[src/rtl/rega_multizona.sv]
// rega_multizona: round-robin irrigation controller for NZ zones.
// A tank-level interlock gates all watering. An optional fertilise/clean
// cycle (ADUBA then LIMPA) follows a zone's irrigation when requested.
// Optional build macro REGA_EARLY_STOP_EN: a zone whose soil reports wet on a
// tick ends its irrigation at that tick instead of running the full duration.
// Every output is registered. dbgState, dbgPtr and dbgAdubPend expose the
// internal FSM state, the round-robin pointer and the latched fertilise request.
module rega_multizona #(
  parameter int NZ       = 4,
  parameter int ZW       = 2,
  parameter int TW       = 8,
  parameter int DUR_IRR  = 10,
  parameter int DUR_ADUB = 4,
  parameter int DUR_LIMP = 3,
  parameter int TICK_DIV = 4
) (
  input  logic          Clk,
  input  logic          Rst,
  input  logic [NZ-1:0] Us,
  input  logic [1:0]    Nv,
  input  logic          Adub,
  output logic [NZ-1:0] Valv,
  output logic          Mist,
  output logic          Limp,
  output logic [ZW-1:0] Zona,
  output logic [TW-1:0] Tempo,
  output logic          Ocupado,
  output logic          Vazio,
  output logic [1:0]    dbgState,
  output logic [ZW-1:0] dbgPtr,
  output logic          dbgAdubPend
);

  localparam int PW = $clog2(TICK_DIV);
  localparam logic [NZ-1:0] ONE_HOT0 = NZ'(1);

  typedef enum logic [1:0] {IDLE = 2'd0, IRRIGA = 2'd1, ADUBA = 2'd2, LIMPA = 2'd3} stateT;

  stateT         state, stateN;
  logic [PW-1:0] presc;
  logic          tick;
  logic [ZW-1:0] ptr, nextPtr, sel, idxZ;
  logic          adubPend, found, lastTick, earlyStop, irrExit, limpDone;
  int            idx;
  logic [NZ-1:0] valvN;
  logic [ZW-1:0] zonaN;
  logic [TW-1:0] tempoN;
  logic          mistN, limpN, ocupadoN;

  assign tick     = (presc == PW'(TICK_DIV - 1));
  assign lastTick = (Tempo == TW'(1));
  assign nextPtr  = (Zona == ZW'(NZ - 1)) ? '0 : Zona + 1'b1;

`ifdef REGA_EARLY_STOP_EN
  assign earlyStop = ~Us[Zona];
`else
  assign earlyStop = 1'b0;
`endif

  // Pick the first dry zone scanning from ptr upward (mod NZ); the loop runs
  // backwards so the smallest offset is the last (winning) assignment.
  always_comb begin
    found = 1'b0;
    sel   = '0;
    idx   = 0;
    idxZ  = '0;
    for (int k = NZ - 1; k >= 0; k--) begin
      idx  = (int'(ptr) + k) % NZ;
      idxZ = ZW'(idx);
      if (Us[idxZ]) begin
        found = 1'b1;
        sel   = idxZ;
      end
    end
  end

  // FSM state register.
  always_ff @(posedge Clk) begin
    if (Rst) state <= IDLE;
    else     state <= stateN;
  end

  // Next-state logic; an empty tank aborts any timed phase and wins over a tick exit.
  always_comb begin
    stateN   = state;
    irrExit  = 1'b0;
    limpDone = 1'b0;
    case (state)
      IDLE: if (Nv != 2'b00 && found) stateN = IRRIGA;
      IRRIGA: begin
        if (Nv == 2'b00) stateN = IDLE;
        else if (tick && (lastTick || earlyStop)) begin
          irrExit = 1'b1;
          stateN  = (adubPend || Adub) ? ADUBA : IDLE;
        end
      end
      ADUBA: begin
        if (Nv == 2'b00) stateN = IDLE;
        else if (tick && lastTick) stateN = LIMPA;
      end
      LIMPA: begin
        if (Nv == 2'b00) stateN = IDLE;
        else if (tick && lastTick) begin
          limpDone = 1'b1;
          stateN   = IDLE;
        end
      end
      default: stateN = IDLE;
    endcase
  end

  // Next output values, derived from the upcoming state; loaded into registers below.
  always_comb begin
    valvN    = Valv;
    zonaN    = Zona;
    tempoN   = Tempo;
    mistN    = (stateN == ADUBA);
    limpN    = (stateN == LIMPA);
    ocupadoN = (stateN != IDLE);
    if (stateN == IDLE) begin
      valvN  = '0;
      tempoN = '0;
    end else if (stateN != state) begin
      case (stateN)
        IRRIGA:  tempoN = TW'(DUR_IRR);
        ADUBA:   tempoN = TW'(DUR_ADUB);
        default: tempoN = TW'(DUR_LIMP);
      endcase
      if (state == IDLE) begin
        valvN = ONE_HOT0 << sel;
        zonaN = sel;
      end
    end else if (tick) begin
      tempoN = Tempo - 1'b1;
    end
  end

  // Output registers.
  always_ff @(posedge Clk) begin
    if (Rst) begin
      Valv    <= '0;
      Mist    <= 1'b0;
      Limp    <= 1'b0;
      Zona    <= '0;
      Tempo   <= '0;
      Ocupado <= 1'b0;
      Vazio   <= 1'b0;
    end else begin
      Valv    <= valvN;
      Mist    <= mistN;
      Limp    <= limpN;
      Zona    <= zonaN;
      Tempo   <= tempoN;
      Ocupado <= ocupadoN;
      Vazio   <= (Nv == 2'b00);
    end
  end

  // Prescaler restarts on every phase entry; pointer advances on irrigation exit;
  // a new fertilise request wins over the clear at LIMPA completion.
  always_ff @(posedge Clk) begin
    if (Rst) begin
      presc    <= '0;
      ptr      <= '0;
      adubPend <= 1'b0;
    end else begin
      if (stateN != state || state == IDLE || tick) presc <= '0;
      else                                          presc <= presc + 1'b1;
      if (irrExit) ptr <= nextPtr;
      if (Adub)          adubPend <= 1'b1;
      else if (limpDone) adubPend <= 1'b0;
    end
  end

  assign dbgState    = state;
  assign dbgPtr      = ptr;
  assign dbgAdubPend = adubPend;

endmodule

[config.mk]
export PLATFORM = sky130hd
export DESIGN_NAME = rega_multizona
export DESIGN_NICKNAME = d
export VERILOG_FILES = /design/src/rtl/rega_multizona.sv
export SDC_FILE = /design/constraint.sdc
export NUM_CORES = 1
export LEC_CHECK = 0
export CORE_MARGIN = 5
export CORE_UTILIZATION = 30
export CTS_BUF_LIST = sky130_fd_sc_hd__clkbuf_4 sky130_fd_sc_hd__clkbuf_8
export DETAILED_ROUTE_END_ITERATION = 10
export PLACE_DENSITY = 0.65
export SLEW_MARGIN = 20
export SYNTH_ARGS = -nofsm -noshare
export SYNTH_HDL_FRONTEND = slang
export SYNTH_SLANG_ARGS = --single-unit
[constraint.sdc]
create_clock -name Clk -period 3.6 [get_ports Clk]
set_input_delay 0.9 -clock Clk [delete_from_list [all_inputs] [get_ports Clk]]
set_output_delay 0.9 -clock Clk [all_outputs]
set_load 0.02 [all_outputs]
==> impl_metrics.toml <==
[run_status]
outcome = "finished, final reports clean"

[synth]
synth_compound_area_share_pct = 13.84
synth_area_leaders = "dfxtp_1 (38%), ha_1 (8.5%), nor3_1 (4.5%)"
synth_fp_nets = 163
synth_cells = 145
synth_top_flop_cell = "dfxtp_1"
ys_ff_latch = 25
syn-cell-area_um2 = 1329
yosysTopAreaCell = "dfxtp_1"
synth-seq-area-share_pct = 37.66
postSynthAreaPerCell_um2 = 9.164
synthSimpleGateAreaFrac_pct = 30.23
synth_top_area_share_pct = 37.66
synth_common_cells = "dfxtp_1 (25), nor2_1 (12), nor3_1 (12)"
synthMuxAreaShare_pct = 2.260
async_reset_ff_share_pct = 0
yosys_warnings = 0
synth_top_family_by_area = "simple AND/OR/NAND/NOR gates"
yosys.cell_types.count = 39
synthAdderAreaFrac_pct = 8.475
synth_xor_area_share_pct = 4.614
yosysMostFrequentCell = "dfxtp_1"
synth_edf_count = 0

[global_route]
top_usage_layer = "met2"
grt-ovfl-total = 0
use_met1_pct = 14.57
use_met3_pct = 2.482
antenna_found_initial = 0
grt_pass1_wl_mm = 5.340
met2_usage_pct = 17.04
grt_pass1_vias = 1172
grt_max_degree = 15
grt_use_total_pct = 10.82

[finish]
drive_above_1_share_pct = 10.93
instances_no_fill = 235
nets = 202
diodes = 0
areaGrowthSynthToFinish_pct = 34.75
fill_cells = 459

[sta]
tightestPinTransition_ns = 0.5281
fin_crit_ns = 3.280
clock_skew_ns = 0.006590
rsz0062_at_grt = "no"
setup_violations = 0
fmaxAchievable_mhz = 304.9
hold_viol = 0
holdWs_ns = 0.4371
period_share_pct = 91.12
relSlewSlack_pct = 64.30
setup-tns-final_ns = 0
slew_violations = 0

[power]
p_per_area_nw_per_um2 = 328.4
irDropWorstVdd_uv = 128.1
leakagePower_uw = 0.0006312
finalPower_uw = 588.0

[setup_path]
required_ns = 3.79
critPathSlowestCell = "clkdlybuf4s50_1"
r2r-start = "Tempo[3]"
critPathKind = "input pin to flop"
slowest_delay_ns = 0.54
cp_common_cell = "buf_4"
crit_family = "simple AND/OR/NAND/NOR gates"
path_cells = "clkdlybuf4s50_1 > nor4_1 > buf_4 > a21oi_1 > a22oi_1 > or2_1 > ha_1 > or2_2 > buf_4 > or4_1 > o21ai_0"
path_buf_inv = 3
crit_path_start_kind = "input pin"
crit_start = "Us[1]"
crit_path_end_kind = "flop"
crit_fanout = 8
worstPathArrival_ns = 3.47

[clocking]
clk_pin_slew_ns = 0.08
cts_tree = "yes"
postCtsSetupRepairBufs = 0
cts_num_sinks = 25
clock_latency_ns = 0.27
cts_root_buf = "clkbuf_8"
htreeDepth = 1
hold_buffers = 0
ctsResizeCount = 0
clock_path_buffers = 2
numCtsBuffers = 3

[floorplanning]
core_area_um2 = 4324
start_util_pct = 30.73
die_w_um = 76.55
rows = 24
die_y_um = 76.55
fp.dieArea_um2 = 5860
io_pins = 32

[routing]
num_vias = 1189
drt_iter0_drc = 49
drt-total-wl_mm = 3.130
wire_per_inst_um = 13.32
antenna_left = 0
detail_route.drc_violations = 0
viasPerCell = 5.060
drt_first_pass_iters = 4

[flow_run]
drv_cap = 0

[min_path]
hp-start = "presc[0]"
hp-class = "flop to flop"

[place]
dp.final_hpwl_mm = 2.454
place_inst = 231
place.gp.congestion = 0.8035
port_buffers = 31
## final timing paths
path / slack (ns) / end / cells after the start
hold / removal: 0.44 / presc[0] / 1
setup / recovery: 0.32 / Tempo[1] / 11
hold reg to reg: 0.44 / presc[0] / 1
setup reg to reg: 0.60 / Tempo[1] / 9
## logic make-up after synthesis
kind of cell	count (synthesis)
AO/OA/AOI/OAI	28
XOR/XNOR	7
adder cells (fa/ha/maj)	9
multiplexers	3
AND/OR/NAND/NOR	63
buffers and inverters	10
flip-flops	25
## cell usage in the layout (no fill, tap or decap), types with 2 or more instances in the layout
cell type,instances
dfxtp_1,25
and4bb_2,2
o21a_1,2
clkbuf_8,3
o21ai_0,3
nand2b_1,3
xnor2_1,3
a211oi_1,2
buf_4,8
nor4b_1,3
o22ai_1,2
mux2i_1,3
a21oi_1,10
or2_1,2
nor2b_1,2
or4_1,2
nor3_1,12
nor4_1,4
nand2_1,11
clkdlybuf4s50_1,31
inv_1,5
nor2_1,12
xor2_1,4
o32ai_1,4
ha_1,9
## worst register-to-register path, cell delays in order, from the launching register on
cell     delay (ns)
dfxtp_1        0.38
or4_4          0.59
nor4_1         0.33
a21oi_1        0.11
or2_1          0.26
ha_1           0.20
or2_2          0.30
buf_4          0.17
or4_1          0.50
o21ai_0        0.09
## metal layers
layer,routed length [um],share of wire (%),up-vias
met1,1494,48,547
li1,-,-,612
met2,1447,46,28
met5,0,0,-
met4,19,0.61,0
met3,169,5.4,2
## area by class of cell
cell class                 count  area, um2  share of cell area [%]
tap                           52      65.06                   3.634
multi-input combinational    110      789.5                   44.09
sequential                    25      500.5                   27.95
inverter                       5      18.77                   1.048
clock inverter                 1      5.005                  0.2795
clock buffer                   3      41.29                   2.306
timing repair buffer          39      370.4                   20.68
## flip-flops by register name, indices dropped and copies added, names as in the netlist
register and flops:
Tempo 8, Valv 4, Zona 2, dbgPtr 2, dbgState 2, presc 2, Limp 1, Mist 1
Ocupado 1, Vazio 1, dbgAdubPend 1
## where the power goes
| part | internal [uW] | switching, uW | total, uW |
|---|---|---|---|
| clock | 77.3 | 87.0 | 164 |
| sequential | 287 | 12.7 | 300 |
| combinational | 57.7 | 65.8 | 123 |
| total | 422 | 166 | 588 |
## per-stage QoR
| step | cell area (um2) | util [%] | setup slack, ns |
|---|---|---|---|
| 2_1_floorplan | 1329 | - | 0.6712 |
| 3_3_place_gp | 1744 | 40.34 | 0.1307 |
| 3_5_place_dp | 1744 | 40.34 | 0.04832 |
| 4_1_cts | 1790 | 41.41 | 0.3159 |
| 5_1_grt | 1790 | 41.41 | 0.1905 |
| 6_report | 1790 | 41.41 | 0.3198 |
Note: power is estimated with default switching activity, not from simulation.
==> patch 1 (same flow settings) <==
Put one more register stage on the output `Ocupado`. The value now appears one clock later. The other outputs are not delayed to match.
--- a/src/rtl/rega_multizona.sv
+++ b/src/rtl/rega_multizona.sv
@@ -35,6 +35,8 @@
   localparam logic [NZ-1:0] ONE_HOT0 = NZ'(1);
 
   typedef enum logic [1:0] {IDLE = 2'd0, IRRIGA = 2'd1, ADUBA = 2'd2, LIMPA = 2'd3} stateT;
+
+  logic Ocupado_s0;
 
   stateT         state, stateN;
   logic [PW-1:0] presc;
@@ -143,7 +145,7 @@
       Limp    <= 1'b0;
       Zona    <= '0;
       Tempo   <= '0;
-      Ocupado <= 1'b0;
+      Ocupado_s0 <= 1'b0;
       Vazio   <= 1'b0;
     end else begin
       Valv    <= valvN;
@@ -151,7 +153,7 @@
       Limp    <= limpN;
       Zona    <= zonaN;
       Tempo   <= tempoN;
-      Ocupado <= ocupadoN;
+      Ocupado_s0 <= ocupadoN;
       Vazio   <= (Nv == 2'b00);
     end
   end
@@ -176,5 +178,9 @@
   assign dbgPtr      = ptr;
   assign dbgAdubPend = adubPend;
 
+  always_ff @(posedge Clk) begin
+    Ocupado <= Ocupado_s0;
+  end
+
 endmodule
 
Behaviour: not the same (a bounded check fails within 4 cycles, from zero or initial values and one cycle with Rst high).
==> patch 1 against the original RTL <==
Sequential cell count increased by 1; total power rose by 14%; synthesized cell count up 0.69%; clock skew increased by 0.0037 ns; wire length decreased by 6.1%; worst setup slack improved by 0.12 ns; largest cell class unchanged; fmax grew 3.7%; final area shrank 0.84%; cell count down 2.1%; clock power grew 47%; area after synthesis increased by 0.38%.
==> patch 1: results (changes against the original RTL) <==
Clock Latency Late Sink=0.27 ns (about the same); fraction of registers with async set/reset=0 (unchanged); Primary FF master, synth=dfxtp_1; Root Driver=clkbuf_8; number of global-route vias before repair=1151 (-1.8%); CTS Buffer Depth=2 (unchanged); register area share after synthesis=0.390 (+0.0136); # nets final=197 (-2.5%); Initial DRT Pass Iterations=4 (unchanged); Lkg Pwr=0.624 nW (-1.2%); 1st-iter DRT viols=41 (-16%); Setup Fix Bufs, Post-CTS=0 (unchanged); top post-synthesis cells by area=dfxtp_1 (39%), ha_1 (8.4%), nor3_1 (4.5%); Routed Wire Length=2.94 mm (-6.1%); Peak VDD IR=0.153 mV (+20%); layout cells sized above 1=0.0843 (-0.0250); n_diodes=0 (unchanged); initial antenna violation count=0 (unchanged); syn nets=164 (+0.61%); Hold Crit Class=register to register; Place WS=0.159 ns (+0.110 ns); largest net degree at the start of global routing=16 (+1); first-pass GRT wire length=5.20 mm (-2.6%); routability cong.=0.777 (-3.3%); CTS resizes=0 (unchanged); skew final=0.0102 ns (+0.00366 ns); Worst Max-Slew Pin Slew=0.619 ns (+0.0912 ns); Max stage delay on crit path=0.55 ns; total CTS buffers=3 (unchanged); status=finished clean; Cell Count, Final, Fillers Out=230 (-2.1%); yosys synthesis warning count=0 (unchanged); Yosys cell types=41 (+5.1%); CTS H-tree depth=1 (unchanged); all-layer global routing usage=0.104 (-0.00444); synth cell count leaders=dfxtp_1 (26), nor2_1 (12), nor3_1 (12), nand2_1 (11), a21oi_1 (10); vias per cell=4.95 (-2.2%); area post-placement=0.00170 sq mm (-2.3%); clk slew on worst S/H paths=0.09 ns; IO Port Bufs=31 (unchanged); cells after synthesis=146 (+0.69%); dpl hpwl=2.31 mm (-5.8%); critical path peak fanout=9 (+1); Worst EP arrival=3.31 ns (-0.16 ns); Top Registers=Tempo: 8 flops, Valv: 4 flops; slowest CP cell=nor4_2
patch 1: worst paths after layout:
check	from	end	slack, ns	cells past startpoint
worst max-delay path	Us[3]	Valv[0]	0.44	10
worst min-delay path	Ocupado_s0	Ocupado	0.34	0
worst min register to register	Ocupado_s0	Ocupado	0.34	0
worst max register to register	presc[0]	Valv[0]	0.66	10
patch 1: cell families (layout without fill, tap and decap cells):
kind of cell | after synthesis | after routing | share of synthesized area
compound gates | 29 | 29 | 0.148
fa+ha+maj | 9 | 9 | 0.0844
simple gates | 61 | 61 | 0.277
xor+xnor | 7 | 7 | 0.0460
mux | 3 | 3 | 0.0225
flops | 26 | 26 | 0.390
buf+inv | 11 | 43 | 0.0319
patch 1: cell type report:
cell class / count / area, sq um
Clock buffer: 3 / 41.3
Clock inverter: 1 / 30.0
Fill cell: 457 / 2550
Inverter: 6 / 22.5
Multi-Input combinational cell: 109 / 771
Sequential cell: 26 / 520
Tap cell: 52 / 65.1
Timing Repair Buffer: 33 / 325
patch 1: per-layer routing:
layer  GRT usage  up-vias  wire length [um]  part of all wire
met5           0        -                 0                 0
met1       0.130      518              1390              0.47
met4      0.0367        0                45             0.015
li1            -      593                 -                 -
met3      0.0304        6               167             0.057
met2       0.168       21              1340              0.46
patch 1: worst max-delay path: cells and delay by family:
kind / cells / cell delay (ns)
compound gates: 3 / 0.49
fa+ha+maj: 1 / 0.17
buf+inv: 2 / 0.63
simple gates: 4 / 1.11
patch 1: power breakdown:
| group | internal, mW | switching (mW) |
|---|---|---|
| clock network | 0.149 | 0.0926 |
| logic | 0.0541 | 0.0637 |
| registers | 0.300 | 0.0125 |
| total | 0.502 | 0.169 |
==> patch 2 (same settings) <==
Made on the original files. Change the parameter `TW` from 8 to 4.
--- a/src/rtl/rega_multizona.sv
+++ b/src/rtl/rega_multizona.sv
@@ -8,7 +8,7 @@
 module rega_multizona #(
   parameter int NZ       = 4,
   parameter int ZW       = 2,
-  parameter int TW       = 8,
+  parameter int TW       = 4,
   parameter int DUR_IRR  = 10,
   parameter int DUR_ADUB = 4,
   parameter int DUR_LIMP = 3,
Ports: changed (resized Tempo); port bits go from 32 to 28. No check against the original RTL was run, so the function may have changed too.
==> patch 2 against the original RTL <==
Register-to-register slack better by 0.21 ns; largest cell class unchanged; total power is 15% lower; first-iteration DRC count is 12% higher; critical endpoint is now Zona[1]; wire length is 17% lower; worst setup slack better by 0.14 ns; area after synthesis is 14% lower; final area is 16% lower; sequential cell count is 4 lower; hold slack worse by 0.016 ns.
==> patch 2: results (changes against the original RTL) <==
CTS resizes=0 (unchanged); area post-placement=0.00145 sq mm (-17%); slowest CP cell=clkdlybuf4s50_1; # nets final=168 (-17%); register area share after synthesis=0.366 (-0.0102); routability cong.=0.895 (+11%); grt met3 use=0.0238 (-0.000980); post-DR wirelength/cell=13.2 um (-1.1%); number of global-route vias before repair=954 (-19%); initial antenna violation count=0 (unchanged); Peak VDD IR=0.101 mV (-21%); yosys synthesis warning count=0 (unchanged); Hold Crit Class=register to register; Rel. slew slack=0.611 (-0.0316); syn nets=139 (-15%); GR Layer Usage met1=0.120 (-0.0252); first-pass GRT wire length=4.33 mm (-19%); Max stage delay on crit path=0.56 ns (+0.02 ns); dpl hpwl=1.98 mm (-19%); CTS Hold Buffers Added=0 (unchanged); all-layer global routing usage=0.104 (-0.00376); Worst EP arrival=3.32 ns (-0.15 ns); largest net degree at the start of global routing=16 (+1); fraction of registers with async set/reset=0 (unchanged); Top Registers=Tempo: 4 flops, Valv: 4 flops; Yosys cell types=38 (-2.6%); Setup Fix Bufs, Post-CTS=0 (unchanged); layout cells sized above 1=0.107 (-0.00191); via count=969 (-19%); clk slew on worst S/H paths=0.07 ns; n_diodes=0 (unchanged); Lkg Pwr=0.552 nW (-13%); 1st-iter DRT viols=55 (+12%); met2 Use GR=0.184 (+0.0133); Primary FF master, synth=dfxtp_1; top post-synthesis cells by area=dfxtp_1 (37%), ha_1 (9.8%), mux2i_1 (4.4%); Clock Latency Late Sink=0.25 ns (-0.02 ns); CTS Buffer Depth=2 (unchanged); skew final=0.00129 ns (-0.00530 ns); CTS H-tree depth=1 (unchanged); IO Port Bufs=27 (-13%); status=finished clean; total CTS buffers=3 (unchanged); critical path peak fanout=5 (-3); Initial DRT Pass Iterations=4 (unchanged); Root Driver=clkbuf_8; synth cell count leaders=dfxtp_1 (21), nor2_1 (10), ha_1 (9), nand2_1 (9), nor3_1 (9)
-- patch 2: final cells by class --
cell class / count / area, sq um
Fill cell: 395 / 2190
Clock buffer: 3 / 41.3
Inverter: 4 / 15.0
Tap cell: 48 / 60.1
Timing Repair Buffer: 29 / 285
Multi-Input combinational cell: 91 / 671
Sequential cell: 21 / 420
Clock inverter: 1 / 5.00
-- patch 2: per-layer routing --
metal / share of wire / vias to the layer above
met5: 0 / -
met4: 0.0089 / 0
met3: 0.070 / 2
met2: 0.48 / 22
met1: 0.44 / 447
li1: - / 498
-- patch 2: logic make-up after synthesis --
logic type / after synthesis / share of synthesized area
buffers and inverters: 9 / 0.0491
xor gates and xnor gates: 3 / 0.0229
and+or+nand+nor: 52 / 0.281
DFF: 21 / 0.366
AOI/OAI and AO/OA: 22 / 0.138
adders and majority gates: 9 / 0.0981
muxes: 5 / 0.0436
-- patch 2: final timing paths --
kind	from	end	slack, ns	depth (start not counted)
worst max-delay path	Us[3]	Zona[1]	0.46	9
worst min-delay path	presc[0]	presc[0]	0.42	1
worst max register to register	presc[0]	Zona[1]	0.81	9
worst min register to register	presc[0]	presc[0]	0.42	1
-- patch 2: stage by stage --
step	utilization	instances	hold slack (ns)	setup slack (ns)	power [mW]
after floorplan	-	121	0.398	1.12	0.314
after global placement	0.393	193	0.407	0.362	0.355
after detailed placement	0.393	193	0.411	0.277	0.357
after CTS	0.406	197	0.423	0.489	0.511
after global routing	0.406	197	0.450	0.315	0.534
final	0.406	197	0.421	0.459	0.502
-- patch 2: where the power goes --
part	internal (mW)	switching (mW)	leakage, nW	total [mW]
Clock	0.0769	0.0740	0.0255	0.151
Sequential	0.242	0.00938	0.172	0.252
Combinational	0.0484	0.0514	0.355	0.0998
-- patch 2: worst max-delay path, delay by kind of cell --
kind                     cells  cell delay, ns
AND/OR/NAND/NOR              3            0.94
buffers and inverters        1            0.56
AO/OA/AOI/OAI                2            0.36
multiplexers                 2            0.29
adder cells (fa/ha/maj)      1            0.26
